===== src/rtl/uart_pkg.sv =====
// Shared UART definitions: default character width and the receive-entry layout
// used by the receive buffer and the bus register block.
package uart_pkg;

  localparam int unsigned UART_DATA_BITS = 8;

  typedef struct packed {
    logic [UART_DATA_BITS-1:0] data;
    logic                      parity_err;
    logic                      frame_err;
  } rx_entry_t;

  localparam int unsigned RX_ENTRY_BITS = $bits(rx_entry_t);

endpackage


===== src/rtl/sync_fifo_mem.sv =====
// Width x depth register array: synchronous write port, asynchronous read port.
module sync_fifo_mem #(
  parameter int unsigned WIDTH = 10,
  parameter int unsigned DEPTH = 16,
  parameter int unsigned AW    = $clog2(DEPTH)
) (
  input  logic             clk,
  input  logic             we,
  input  logic [AW-1:0]    waddr,
  input  logic [WIDTH-1:0] wdata,
  input  logic [AW-1:0]    raddr,
  output logic [WIDTH-1:0] rdata
);

  logic [WIDTH-1:0] mem [DEPTH];

  always_ff @(posedge clk) begin
    if (we) mem[waddr] <= wdata;
  end

  assign rdata = mem[raddr];

endmodule


===== src/rtl/uart_rx_fifo.sv =====
// UART receive buffer: captures bytes plus error flags on data_ready and presents
// them FWFT on a valid/ready port, with sticky overrun and level interrupt.
module uart_rx_fifo
  import uart_pkg::*;
#(
  parameter int unsigned DATA_BITS = UART_DATA_BITS,
  parameter int unsigned DEPTH     = 16,
  parameter int unsigned IRQ_LEVEL = 1
) (
  input  logic                       clk,
  input  logic                       reset,
  input  logic [DATA_BITS-1:0]       rx_data,
  input  logic                       data_ready,
  input  logic                       parity_err,
  input  logic                       frame_err,
  output logic [DATA_BITS-1:0]       m_data,
  output logic                       m_parity_err,
  output logic                       m_frame_err,
  output logic                       m_valid,
  input  logic                       m_ready,
  output logic [$clog2(DEPTH+1)-1:0] level,
  output logic                       full,
  output logic                       overrun,
  input  logic                       err_clear,
  output logic                       irq
);

  localparam int unsigned PW = $clog2(DEPTH);
  localparam int unsigned LW = $clog2(DEPTH+1);
  localparam int unsigned EW = DATA_BITS + 2;

  logic [PW-1:0] wr_ptr;
  logic [PW-1:0] rd_ptr;
  logic [LW-1:0] level_q;
  logic          overrun_q;
  logic          push;
  logic          pop;
  logic          drop;
  logic [EW-1:0] wr_entry;
  logic [EW-1:0] rd_entry;

  assign m_valid = (level_q != '0);
  assign full    = (level_q == LW'(DEPTH));
  assign pop     = m_valid & m_ready;
  // A full buffer still accepts a byte when the head leaves in the same cycle.
  assign push    = data_ready & (~full | pop);
  assign drop    = data_ready & full & ~pop;

  assign wr_entry = {rx_data, parity_err, frame_err};

  sync_fifo_mem #(
    .WIDTH (EW),
    .DEPTH (DEPTH),
    .AW    (PW)
  ) u_mem (
    .clk   (clk),
    .we    (push),
    .waddr (wr_ptr),
    .wdata (wr_entry),
    .raddr (rd_ptr),
    .rdata (rd_entry)
  );

  assign m_data       = rd_entry[EW-1:2];
  assign m_parity_err = rd_entry[1];
  assign m_frame_err  = rd_entry[0];

  always_ff @(posedge clk) begin
    if (reset) begin
      wr_ptr    <= '0;
      rd_ptr    <= '0;
      level_q   <= '0;
      overrun_q <= 1'b0;
    end else begin
      if (push) wr_ptr <= wr_ptr + PW'(1);
      if (pop)  rd_ptr <= rd_ptr + PW'(1);
      if (push & ~pop)      level_q <= level_q + LW'(1);
      else if (pop & ~push) level_q <= level_q - LW'(1);
      if (drop)           overrun_q <= 1'b1;
      else if (err_clear) overrun_q <= 1'b0;
    end
  end

  assign level   = level_q;
  assign overrun = overrun_q;
  assign irq     = (level_q >= LW'(IRQ_LEVEL)) | overrun_q;

endmodule


===== config.mk =====
export PLATFORM = sky130hd
export DESIGN_NAME = uart_rx_fifo
export DESIGN_NICKNAME = d
export VERILOG_FILES = /design/src/rtl/uart_pkg.sv /design/src/rtl/sync_fifo_mem.sv /design/src/rtl/uart_rx_fifo.sv
export SDC_FILE = /design/constraint.sdc
export NUM_CORES = 1
export LEC_CHECK = 0
export ABC_AREA = 0
export CAP_MARGIN = 20
export CORE_MARGIN = 5
export CORE_UTILIZATION = 25
export DETAILED_ROUTE_END_ITERATION = 12
export PLACE_DENSITY = 0.43
export REMOVE_ABC_BUFFERS = 1
export SYNTH_ARGS = -nofsm -noshare
export SYNTH_HDL_FRONTEND = slang
export SYNTH_SLANG_ARGS = --single-unit
export TNS_END_PERCENT = 50

===== constraint.sdc =====
create_clock -name clk -period 2.7 [get_ports clk]
set_clock_uncertainty 0.1 [all_clocks]
set_input_delay 0.81 -clock clk [delete_from_list [all_inputs] [get_ports clk]]
set_output_delay 0.81 -clock clk [all_outputs]
set_load 0.1 [all_outputs]

== After elaboration in Yosys (flattened, before gate mapping) ==
Memory sizes are Yosys's and may differ from the RTL's. A register that Yosys moved wholly into a read port is not among the register bits.
Cells that the tools add are included.

* Register bits after elaboration: 14
* Bits in writable memories: 160
* Bits of input ports: 15
* Output and inout bits: 19
* Word-level logic and storage cells: 33
* Memories kept: 1

* $add $sub $neg: 4
* Order comparisons: 1
* Equality and inequality tests: 1
* Multiplexer cells: 8
* Bitwise operators: 11
* Reductions and logical operators: 3

{| class="wikitable"
|+ Memory list
! memory !! words !! width !! read ports !! clocked after memory_dff !! write ports !! line !! source
|-
| u_mem.mem || 16 || 10 || 1 || 1 || 1 || sync_fifo_mem.sv:15 || <nowiki>logic [WIDTH-1:0] mem [DEPTH];</nowiki>
|}

{| class="wikitable"
|+ Operator list
! kind !! number
|-
| 5-bit 2-to-1 mux || 2
|-
| 4-bit by 1-bit adder with 4-bit output, second input constant || 2
|-
| 4-bit 2-to-1 mux || 2
|-
| 1-bit bitwise AND || 6
|-
| 5-bit by 1-bit adder with 5-bit output, second input constant || 1
|-
| 5-bit == test, second input constant || 1
|-
| 5-bit by 1-bit greater-or-equal comparator with 1-bit output, second input constant || 1
|-
| 5-bit nonzero test || 1
|-
| 5-bit by 1-bit subtractor with 5-bit output, second input constant || 1
|-
| 1-bit 2-to-1 mux || 4
|-
| 2-bit nonzero test || 2
|-
| 1-bit NOT || 3
|-
| 1-bit bitwise OR || 2
|}

== Depth between registers and ports, before layout ==
* Word-level depth: 8
* Gate-level depth with buffers: 10
* Gate-level depth less buffers: 9

== Cells and area by module ==
From an unflattened synthesis, not the netlist that was laid out.

* Cells, all modules: 359
* Area total of the unflattened synthesis: 6967.9 um^2

{| class="wikitable"
|+ By module, submodules not included
! module !! instances !! cells each !! area each (um^2) !! sequential area each (um^2)
|-
| sync_fifo_mem || 1 || 269 || 6153.4 || 4804.6
|-
| uart_rx_fifo || 1 || 90 || 814.5 || 280.3
|}

== Worst setup path after synthesis ==
Ideal clock, no wire load.

* Kind: register to register
* Start point: reg level_q[0] (netlist: level[0])
* End point: reg level_q[4] (netlist: level[4])
* Setup time: 0.117 ns
* Arrival: 3.243 ns
* Required time: 2.483 ns
* Slack: -0.760 ns
* Cell stages (with the launch flop): 11
* Buffers on the path: 1
* Clock period less this slack: 3.460 ns
* Cells stage by stage: dfxtp_1 -> inv_1 -> ha_1 -> or4b_1 -> buf_2 -> nand2_4 -> ha_1 -> or4b_1 -> a21oi_1 -> xnor2_1 -> nor2_1

* Cells in the longest elaborated chain, start to end: 7
* Elaborated cells on any way between the ends: 15
* Classes of those cells: 2 x add/sub; 1 x eq/ne; 2 x mux; 8 x bitwise; 2 x reduce/logical

{| class="wikitable"
|+ Ends and longest elaborated chain
! element !! line !! source
|-
| from (decl) || uart_rx_fifo.sv:34 || <nowiki>logic [LW-1:0] level_q;</nowiki>
|-
| from (signal assigned) || uart_rx_fifo.sv:77 || <nowiki>if (push & ~pop) level_q <= level_q + LW'(1);</nowiki>
|-
| from (signal assigned) || uart_rx_fifo.sv:78 || <nowiki>else if (pop & ~push) level_q <= level_q - LW'(1);</nowiki>
|-
| 5-bit nonzero test (*) || uart_rx_fifo.sv:42 || <nowiki>assign m_valid = (level_q != '0);</nowiki>
|-
| via m_valid || uart_rx_fifo.sv:19 || <nowiki>output logic m_valid,</nowiki>
|-
| 1-bit bitwise AND (*) || uart_rx_fifo.sv:44 || <nowiki>assign pop = m_valid & m_ready;</nowiki>
|-
| 1-bit bitwise OR || uart_rx_fifo.sv:46 || <nowiki>assign push = data_ready & (~full | pop);</nowiki>
|-
| 1-bit bitwise AND || uart_rx_fifo.sv:46 ||
|-
| 1-bit NOT || uart_rx_fifo.sv:78 ||
|-
| 1-bit bitwise AND || uart_rx_fifo.sv:78 ||
|-
| 2-bit nonzero test (no source line) || n/a ||
|}

Mark *: on every way through the listed nets, which the timed path passes. The rest lies on a longest branch. The select of a mux whose other input is x is not followed.
A chain may end at the register's enable or synchronous reset.

==> impl_metrics.toml <==
[run_status]
outcome = "finished, violations left"
violations = "negative setup slack"

[routing]
ant_nets = 0
drt_pre_antenna_iters = 4
drc_errors = 0
routed-via-count = 3552
wl_per_cell_um = 18.9
first_iter_violations = 214
vias_per_cell = 4.27
drt_wl_total_um = 15700

[placement]
dp_hpwl_um = 10200
gp_congestion = 0.710
io_buffers = 33

[layout]
nFillCells = 2694
syn_to_final_growth_pct = 29.5
drive_above_1_share = 0.370
final_nets = 466
diodes = 0

[critical_path]
slowest_stage = "mux4_2"
crit_chain = "buf_12 -> buf_12 -> mux4_2 -> a22oi_2 -> nand2_2 -> buf_12"
cp_common_cell = "buf_12"
crit_fanout = 6
startpoint_type = "flip-flop"
rrSetupSlack_ps = 480
crit_family = "multiplexers"
critPathMaxStageDelay_ps = 540
cp.buffers_inverters = 3
critPathArrivalTime_ps = 2140
end_kind = "output port"
cp.required_ps = 1790
critical_path_class = "reg -> out"

[power]
cellLeakagePower_nw = 2.95
power_mw = 8.57
powerDensity_mw_per_mm2 = 943
vdd_drop_max_mv = 0.773

[yosys]
yosys-top-cells-area = "edfxtp_1 (68%), mux4_2 (9.3%), dfxtp_1 (5.1%), mux4_1 (4.1%), a22oi_1 (2.1%)"
syn-cell-area_mm2 = 0.00702
synth_area_per_cell_um2 = 19.4
synth-seq-area-share = 0.736
ys_dominant_reg_cell = "edfxtp_1"
synth_fa_ha_area_frac = 0.0178
synthArstFlopShare = 0
synth-compound-area-share = 0.0292
ys_top_cells_by_count = "edfxtp_1 (160), mux4_2 (29), nor2_1 (28), a22oi_1 (20), dfxtp_1 (18)"
synth_top_cell_area_share = 0.684
synth-xor-area-share = 0.0135
yosysWarnings = 0
synth_largest_area_cell = "edfxtp_1"
yosys.area_share.simple = 0.0474
synth.most_common_cell = "edfxtp_1"
syn_inst = 362
synthMuxAreaShare = 0.137
synth_seq_cells = 178
synth_edf_count = 160
synthDistinctLibCells = 37
synth_top_family_by_area = "multiplexers"

[floorplan]
die-width_um = 178
coreArea_mm2 = 0.0278
row_count = 61
die_h_um = 178
dieArea_mm2 = 0.0315
ioPinCount = 34
start_util = 0.253

[clocking]
clkSinkCount = 178
clockRootBuffer = "clkbuf_16"
cts_hold_buf = 0
htreeDepth = 4
cts_tree = "built"
clock_path_buffers = 2
cts_made_buffers = 17
clock_latency_ps = 420
clk_pin_slew_ps = 70

[timing]
worst_pin_slew_ps = 615
finalHoldViolCount = 0
period_minus_slack_ps = 3050
rsz0062_at_grt = "true"
slew_violations = 0
max_freq_mhz = 328
fin_crit_sh = 1.13
worst_slew_margin_rel = 0.589
fin_setup_tns_ps = -3060
setup_viol = 10
holdWs_ps = 404
fin_ws_ps = -353

[grt]
grt_use_total = 0.105
grt_first_pass_wirelength_um = 24000
gr-total-overflow = 0
grt_pass1_vias = 3768
antenna_found_initial = 0
grt_max_degree = 34

[worst_hold_path]
hold_class = "reg -> reg"

[job]
cap_violations = 0
[cell usage in the layout, fill, tap and decap left out, types with 5 or more instances in the layout]
cell type,netlist,layout
nand2_1,16,7
edfxtp_1,160,160
mux4_2,29,38
clkbuf_16,0,17
nor2_1,28,27
a22oi_1,20,5
a21oi_1,6,6
dfxtp_1,18,16
clkdlybuf4s50_1,0,14
clkinv_8,0,5
ha_1,10,9
buf_12,2,28
nor3_1,5,5
xor2_1,6,6
buf_4,2,34
nand2_2,0,9
a22oi_2,0,15
[worst min-delay path, stage by stage (launching register included)]
cell     delay [ps]
dfxtp_1         330
nand2_1          60
a21oi_1          70
[per-stage QoR]
stage	instances	utilization	setup slack, ps	cell area, µm²
final	832	0.327	-353	9090
after global routing	832	0.327	-418	9090
after floorplan	344	-	-1290	6900
after CTS	832	0.325	-381	9020
after global placement	796	0.299	-62.7	8300
after detailed placement	796	0.299	-67.6	8300
[state kept, by name, indices dropped and copies added (netlist names), named ones only]
signal     count
rd_ptr         4
level          5
wr_ptr         4
overrun        1
u_mem.mem    160
[worst paths after layout]
check,startpoint,to,depth (start not counted)
hold / removal,rd_ptr[1],flip-flop,2
setup reg to reg,level[1],level[2],9
hold reg to reg,rd_ptr[1],flip-flop,2
setup / recovery,flip-flop,m_data[3],6
[layout make-up]
cell class / instances / area (µm²) / share of cell area
flip-flops and latches: 178 / 5170 / 0.569
multi-input cells: 161 / 1810 / 0.199
repair buffers: 78 / 995 / 0.109
well taps: 378 / 473 / 0.0520
clock buffers: 17 / 425 / 0.0468
clock inverters: 15 / 205 / 0.0226
inverters: 5 / 18.8 / 0.00206
[what timing repair did]
action	in CTS	in global routing
buffers inserted	3	0
endpoints found under the setup margin	11	11
pin swaps	6	15
resized for setup	20	23
cloned	1	0
[cell families after synthesis]
| group | Yosys count |
|---|---|
| buf+inv | 23 |
| flops | 178 |
| mux | 42 |
| fa+ha+maj | 10 |
| xor+xnor | 10 |
| simple gates | 69 |
| compound gates | 30 |
[per-layer routing]
layer	share of wire	track usage	up-vias	wire, µm
met5	0	0	-	0
met4	0.0074	0.0242	0	116
met3	0.046	0.0283	6	719
met2	0.48	0.164	63	7480
met1	0.47	0.146	1869	7370
li1	-	-	1614	-
[report_power, final]
part | internal, mW | switching [mW]
Clock | 1.35 | 1.19
Combinational | 1.18 | 1.66
Sequential | 3.11 | 0.0836
Total | 5.64 | 2.94
(Power assumes the default switching activity.)
